[src/rtl/seg7_pkg.sv]
// Shared constants and types for the 7-segment display blocks.
package seg7_pkg;

  localparam int unsigned NUM_DIGITS = 4;
  localparam int unsigned SEG_W      = 7;
  localparam int unsigned BCD_W      = 4 * NUM_DIGITS;

  localparam logic [SEG_W-1:0] SEG_OFF = 7'b1111111;

  // Active-low {g,f,e,d,c,b,a} patterns for digits 0..9
  localparam logic [0:9][SEG_W-1:0] SEG_DIGIT = {
    7'b1000000, 7'b1111001, 7'b0100100, 7'b0110000, 7'b0011001,
    7'b0010010, 7'b0000010, 7'b1111000, 7'b0000000, 7'b0010000
  };

  typedef enum logic {
    ST_ACTIVE = 1'b0,
    ST_BLANK  = 1'b1
  } scan_state_t;

  typedef struct packed {
    logic [BCD_W-1:0]      bcd;
    logic [NUM_DIGITS-1:0] dp;
  } seg7_frame_t;

endpackage

[src/rtl/seg7_decode.sv]
// Nibble to active-low cathode pattern; non-decimal nibbles are blank.
module seg7_decode
  import seg7_pkg::*;
(
  input  logic [3:0]       nibble,
  output logic [SEG_W-1:0] seg_c
);

  always_comb begin
    seg_c = SEG_OFF;
    if (nibble < 4'd10) seg_c = SEG_DIGIT[nibble];
  end

endmodule

[src/rtl/seg7_scan_driver.sv]
// 4-digit multiplexed 7-segment driver with frame-synchronous update,
// inter-digit blanking, leading-zero suppression and decimal points.
module seg7_scan_driver
  import seg7_pkg::*;
#(
  parameter int unsigned REFRESH_DIV  = 400,
  parameter int unsigned BLANK_CYCLES = 8
) (
  input  logic                  clk,
  input  logic                  reset,
  input  logic [BCD_W-1:0]      bcd_in,
  input  logic                  bcd_valid,
  input  logic [NUM_DIGITS-1:0] dp_in,
  input  logic                  blank_lz,
  output logic [SEG_W-1:0]      seg_cathode,
  output logic                  seg_dp,
  output logic [NUM_DIGITS-1:0] seg_anode,
  output logic                  frame_done
);

  localparam int unsigned PHASE_W = 17;
  localparam int unsigned IDX_W   = 2;

  scan_state_t        state, state_n;
  logic [IDX_W-1:0]   idx, idx_n;
  logic [PHASE_W-1:0] phase, phase_n;

  seg7_frame_t pend, disp, disp_n;
  logic        pend_flag;
  logic        frame_start_c;

  logic [3:0]       nib_c;
  logic             dp_bit_c;
  logic             suppress_c;
  logic [2:0]       zero_c;
  logic [SEG_W-1:0] dec_c;

  // Scan sequencing; outputs are registered from the next-state values so
  // they line up with the state in the same cycle.
  always_comb begin
    state_n = state;
    idx_n   = idx;
    phase_n = phase + PHASE_W'(1);
    case (state)
      ST_ACTIVE: begin
        if (phase == PHASE_W'(REFRESH_DIV - 1)) begin
          state_n = ST_BLANK;
          phase_n = '0;
        end
      end
      ST_BLANK: begin
        if (phase == PHASE_W'(BLANK_CYCLES - 1)) begin
          state_n = ST_ACTIVE;
          phase_n = '0;
          idx_n   = idx + IDX_W'(1);
        end
      end
      default: begin
        state_n = ST_BLANK;
        phase_n = '0;
      end
    endcase
  end

  assign frame_start_c = (state == ST_BLANK) && (idx == IDX_W'(NUM_DIGITS - 1)) &&
                         (phase == PHASE_W'(BLANK_CYCLES - 1));

  // A strobe coinciding with the frame boundary bypasses the pending register
  always_comb begin
    disp_n = disp;
    if (frame_start_c) begin
      if (bcd_valid)      disp_n = '{bcd: bcd_in, dp: dp_in};
      else if (pend_flag) disp_n = pend;
    end
  end

  assign zero_c[0] = (disp_n.bcd[15:12] == 4'd0);
  assign zero_c[1] = (disp_n.bcd[11:8]  == 4'd0);
  assign zero_c[2] = (disp_n.bcd[7:4]   == 4'd0);

  always_comb begin
    nib_c      = disp_n.bcd[3:0];
    dp_bit_c   = disp_n.dp[0];
    suppress_c = 1'b0;
    case (idx_n)
      2'd0: begin
        nib_c      = disp_n.bcd[15:12];
        dp_bit_c   = disp_n.dp[3];
        suppress_c = zero_c[0];
      end
      2'd1: begin
        nib_c      = disp_n.bcd[11:8];
        dp_bit_c   = disp_n.dp[2];
        suppress_c = zero_c[0] & zero_c[1];
      end
      2'd2: begin
        nib_c      = disp_n.bcd[7:4];
        dp_bit_c   = disp_n.dp[1];
        suppress_c = &zero_c;
      end
      default: begin
        nib_c      = disp_n.bcd[3:0];
        dp_bit_c   = disp_n.dp[0];
        suppress_c = 1'b0;
      end
    endcase
  end

  seg7_decode u_decode (
    .nibble (nib_c),
    .seg_c  (dec_c)
  );

  always_ff @(posedge clk or posedge reset) begin
    if (reset) begin
      state       <= ST_BLANK;
      idx         <= IDX_W'(NUM_DIGITS - 1);
      phase       <= '0;
      pend        <= '0;
      pend_flag   <= 1'b0;
      disp        <= '0;
      seg_anode   <= '1;
      seg_cathode <= SEG_OFF;
      seg_dp      <= 1'b1;
      frame_done  <= 1'b0;
    end else begin
      state      <= state_n;
      idx        <= idx_n;
      phase      <= phase_n;
      disp       <= disp_n;
      frame_done <= frame_start_c;

      if (frame_start_c) begin
        pend_flag <= 1'b0;
      end else if (bcd_valid) begin
        pend      <= '{bcd: bcd_in, dp: dp_in};
        pend_flag <= 1'b1;
      end

      if (state_n == ST_ACTIVE) begin
        seg_anode   <= ~(4'b1000 >> idx_n);
        seg_cathode <= (blank_lz && suppress_c) ? SEG_OFF : dec_c;
        seg_dp      <= ~dp_bit_c;
      end else begin
        seg_anode   <= '1;
        seg_cathode <= SEG_OFF;
        seg_dp      <= 1'b1;
      end
    end
  end

endmodule

[config.mk]
export PLATFORM = sky130hd
export DESIGN_NAME = seg7_scan_driver
export DESIGN_NICKNAME = d
export VERILOG_FILES = /design/src/rtl/seg7_pkg.sv /design/src/rtl/seg7_decode.sv /design/src/rtl/seg7_scan_driver.sv
export SDC_FILE = /design/constraint.sdc
export NUM_CORES = 1
export LEC_CHECK = 0
export ABC_AREA = 1
export CORE_MARGIN = 2
export CORE_UTILIZATION = 37
export CTS_CLUSTER_DIAMETER = 120
export DETAILED_ROUTE_END_ITERATION = 12
export PLACE_DENSITY = 0.61
export RECOVER_POWER = 25
export SLEW_MARGIN = 20
export SYNTH_ARGS = -nofsm -noshare
export SYNTH_HDL_FRONTEND = slang
export SYNTH_SLANG_ARGS = --single-unit
export TNS_END_PERCENT = 1
[constraint.sdc]
create_clock -name clk -period 3.3 [get_ports clk]
set_input_delay 0.66 -clock clk [delete_from_list [all_inputs] [get_ports clk]]
set_output_delay 0.66 -clock clk [all_outputs]
set_load 0.01 [all_outputs]
# Word level (Yosys, flattened, before mapping)
# Memory sizes are Yosys's and may differ from the RTL's.
# Cells that the tools add are included.
# op_classes
n_addsub	2
order_cmp	2
eq_ne	5
n_shift	1
muxes	23
n_bitwise	6
n_reduce_logical	10
# ops
op	n
$mux 20	3
$mux 7	5
$mux 17	2
$pmux 17 s2	1
$add 17x1->17 const B	1
$eq 17x3->1 const B	1
$eq 17x9->1 const B	1
$logic_not 4->1	3
$pmux 4 s3	1
$pmux 1 s3	2
$ge 5x5->1 const B	1
$mux 1	5
$not 4->5	1
$eq 2x2->1 const B	2
$lt 4x4->1 const B	1
$mux 2	2
$mux 4	1
$not 4->4	1
$shr 4x2->4 const A	1
$logic_and 1x1->1	3
$not 1->1	3
$reduce_and 3->1	1
$add 2x1->2 const B	1
$eq 2x1->1 const B	1
other kinds (5)	5
# word_totals
reg_bits	74
rom_bits	112
inputBits	24
output_inout_bits	13
elab_cells	62
memories	1
# mem_list
memory	depth	word_bits	read_ports	rd_ports_with_merged_regs	wr	line_no	source
(no name shown)	16	7	1	0	0	seg7_decode.sv:11	if (nibble < 4'd10) seg_c = SEG_DIGIT[nibble];

# Logic depth before layout (Yosys ltp)
# logic_depth
ltp_word	12
ltp_mapped	20
ltp_nobuf	20

# Hierarchy
# A second synthesis with hierarchy kept.
# hier_totals
hier_cells	481
hier_area_um2	4026.4
# modules_own_cells
module	n_inst	cells_each	area_per_inst_um2	seq_area_each_um2
seg7_scan_driver	1	446	3838.7	1870.5
seg7_decode	1	35	187.7	0.0

# Worst setup path before layout
# Ideal clock, no wire load.
# synth_timing
kind	reg2reg
startpoint	reg phase[0]
endpoint	reg seg_cathode[5]
setup_time_ps	81
arrival_time_ps	2287
required_time_ps	3219
setup_slack_ps	931
path_stages_with_launch	18
synth_period_minus_slack_ps	2369
path_cell_list	dfrtp_1 > ha_1 > nand2_1 > inv_1 > nand2_2 > nor2_8 > nand4_1 > nand2_2 > buf_6 > nor2_4 > nand2_1 > nand2_1 > o21ai_2 > inv_1 > ha_1 > or2_1 > nand3_1 > nand2_1
# synth_between
elab_chain_cells	12
elab_cells_between_ends	28
classes_between	order compare (1); eq/ne (4); mux (13); bitwise (2); reduce/logical (7); memory (1)
# synth_lines
item	line_no	source
from (decl)	seg7_scan_driver.sv:26	logic [PHASE_W-1:0] phase, phase_n;
from (signal assigned)	seg7_scan_driver.sv:129	phase <= phase_n;
$eq 17x3->1 *	seg7_scan_driver.sv:52	if (phase == PHASE_W'(BLANK_CYCLES - 1)) begin
$mux 2 *	seg7_scan_driver.sv:52	
$mux 2 *	seg7_scan_driver.sv:44	case (state)
net idx_n[1]	seg7_scan_driver.sv:25	logic [IDX_W-1:0] idx, idx_n;
$eq 2x2->1, or another cell as far along	seg7_scan_driver.sv:85	case (idx_n)
$pmux 4 s3	seg7_scan_driver.sv:85	
$not 4->5 (not written as such)	seg7_decode.sv:11	
$mem_v2 16x7	n/a	
$mux 7 (not written as such) (2 in a row)	seg7_decode.sv:11	
$mux 7	seg7_decode.sv:11	
$mux 7 *	seg7_scan_driver.sv:142	seg_cathode <= (blank_lz && suppress_c) ? SEG_OFF : dec_c;
$mux 7 *	seg7_scan_driver.sv:140	if (state_n == ST_ACTIVE) begin
to (signal assigned)	seg7_scan_driver.sv:142	
to (decl)	seg7_scan_driver.sv:15	output logic [SEG_W-1:0] seg_cathode,
# The timed path passes the listed nets; every way through them passes the cells marked *. The select of a mux whose other input is x is not followed.
# A chain may end at the register's enable or synchronous reset.

==> reports/metrics.cfg <==
[sta]
skew_ps=14.6
slew_headroom=-0.197
slew_violations=75
tightest_slew_ps=1800
period_needed_ps=2750
tns_ps=0
setup_violations=0
grt_setup_unrepaired=no
setup_ws_ps=555
holdWs_ps=477
hold_violations=0
fin_crit_sh=0.832
fmax_mhz=364

[clock_tree]
clk_path_buf_depth=2
worstSkewPairLatency_ps=360
path_clk_slew_ps=90
cts_buffers=9
cts_sinks=74
cts_hold_buf=0
h-tree-depth=3
root_buffer=clkbuf_8
post_cts_buffers=0
cts_tree=done
postCtsResizedCells=0

[synthesis]
synth.avg_cell_area_um2=9.00
synth_edf_count=0
synthTopCellsByArea=dfrtp_1 38%, dfstp_2 10%, nand2_1 8.9%
ys.flop_type=dfrtp_1
postSynth.asyncResetShare=1.00
synth_most_common_cell=nand2_1
syn-cell-area_um2=3860
yosysWarnings=0
synth_top_area_cell=dfrtp_1
ys_seq_area_frac=0.485
synthTopCellsByCount=92 x nand2_1, 59 x dfrtp_1, 59 x inv_1, 37 x nor2_1, 20 x nand3_1
synth_top_area_frac=0.382
synthesis.nets=461
ys_types=41
syn-instance-count=429
synth-seq-cells=74

[setup_path]
path_class=flop to flop
critPathRequiredTime_ps=3590
critical_path_arrival_ps=3030
crit_path_start_kind=flop
end_kind=flop
critPathMaxFanout=17

[route]
avgViaCountPerCell=4.70
wire_per_inst_um=12.7
totalWireLength_mm=7.75
drc=0
drtIter0Drc=171
vias=2877
dr.pass1.iters=4
final_antenna_net_count=0

[placed_design]
dp.cells=596
dp_hpwl_mm=5.74
pre_cts_slack_ps=219
gp_congestion=0.802
io_buffers=36

[floorplanning]
dieWidth_um=106
ios=37
initial_utilization=0.377
dieArea_um2=11300
die_y_um=106
placeableCoreArea_um2=10200
core.rowCount=37

[cells_and_area]
fin_nets=503
final_util=0.447
layout-drive-gt1-share=0.197
instances_no_fill=612
diodes=0
area_delta_synth_final_pct=18.5

[power_and_ir_drop]
p_int_mw=1.44
peakVddDrop_v=0.000222
pwr-share-seq=0.508
p_sw_mw=0.434
p_leak_nw=2.24
combPwrFrac=0.077
power_density_nw_per_um2=410
switching_share=0.231
pwr-share-clk=0.414

[global_routing]
grt_max_degree=75
antenna_found_initial=0
first_global_vias=2993
grt_pass1_wl_mm=13.8
grt_use_total=0.154
grt_overflow=0

[run_status]
status=finished with violations
violations=max-capacitance violations, max-slew violations

[flow_run]
maxCapViolations=1

[hold_path]
hold_class=flop to flop

==> power by group through the flow <==
stage / logic (mW) / registers [mW] / clock network, mW
4_1_cts: 0.151 / 0.954 / 0.801
2_1_floorplan: 0.0846 / 0.970 / 0
6_report: 0.145 / 0.954 / 0.778
3_5_place_dp: 0.150 / 0.972 / 0
5_1_grt: 0.162 / 0.959 / 0.834
3_3_place_gp: 0.147 / 0.971 / 0
==> metal layers <==
metal | global-route usage | up-vias | routed length (um)
met5 | 0 | - | 0
met4 | 0.0526 | 0 | 129
met3 | 0.0423 | 10 | 288
met2 | 0.260 | 40 | 3670
met1 | 0.190 | 1371 | 3660
li1 | - | 1456 | -
==> cells by family (layout without fill, tap and decap cells) <==
group / after synthesis / count (layout) / synth area share
compound gates: 45 / 45 / 0.0720
xor+xnor: 6 / 6 / 0.0136
simple gates: 204 / 204 / 0.272
buf+inv: 74 / 121 / 0.0791
fa+ha+maj: 8 / 8 / 0.0259
mux: 18 / 18 / 0.0525
flops: 74 / 74 / 0.485
==> worst max-delay path, cell delays in order, from the launching register on <==
cell and delay, ps:
dfrtp_1 380, ha_1 170, nand2_1 50, inv_1 100, nand2_2 90, nor2_8 210, nand2_4 100, nor2_8 230
nand2_1 90, o21ai_1 130, inv_2 60, nand2_1 60, nand2_1 60, o21ai_2 230, inv_1 140, ha_1 220
or2_1 240, nand3_1 70, nand2_1 60
==> final timing paths <==
kind	end	from	slack, ps	cells past startpoint
max reg2reg	seg_cathode[5]	phase[0]	550	18
min	phase[0]	phase[0]	480	1
min reg2reg	phase[0]	phase[0]	480	1
max in group asynchronous	disp[11]	reset	860	3
min in group asynchronous	phase[13]	reset	1360	3
max	seg_cathode[5]	phase[0]	550	18
==> stage by stage <==
step,power [mW],instance area (um2)
after floorplan,1.05,3860
after global placement,1.12,4370
after detailed placement,1.12,4370
after CTS,1.91,4590
after global routing,1.96,4580
final,1.88,4580
==> flip-flops by register name, summed over array words and instances, names as in the netlist <==
name,cells
frame_done,1
idx,2
seg_dp,1
state,1
disp,20
pend,20
pend_flag,1
seg_anode,4
phase,17
seg_cathode,7
==> layout make-up <==
class	instances	area, um2
clock buffers	10	128
clock inverters	6	91.3
fillers	1025	5660
inverters	65	244
multi-input cells	281	1680
flip-flops and latches	74	1870
well taps	136	170
repair buffers	40	388
==> cells in the final DEF, fill, tap and decap left out, types with 4 or more instances in the layout <==
cell              n
xnor2_1           4
o22ai_1          18
nor3_1            4
clkbuf_8          9
a21oi_1          10
inv_2             6
nand4_1           8
nor2_1           37
dfrtp_1          59
ha_1              8
clkdlybuf4s50_1  35
a21oi_2           4
inv_1            58
mux2_2           18
nand2_2          12
nand3_1          20
and2_1            5
dfstp_2          15
nand2_1          92
o21ai_0           6
nand2_4           5
Note: power is estimated with default switching activity, not from simulation.
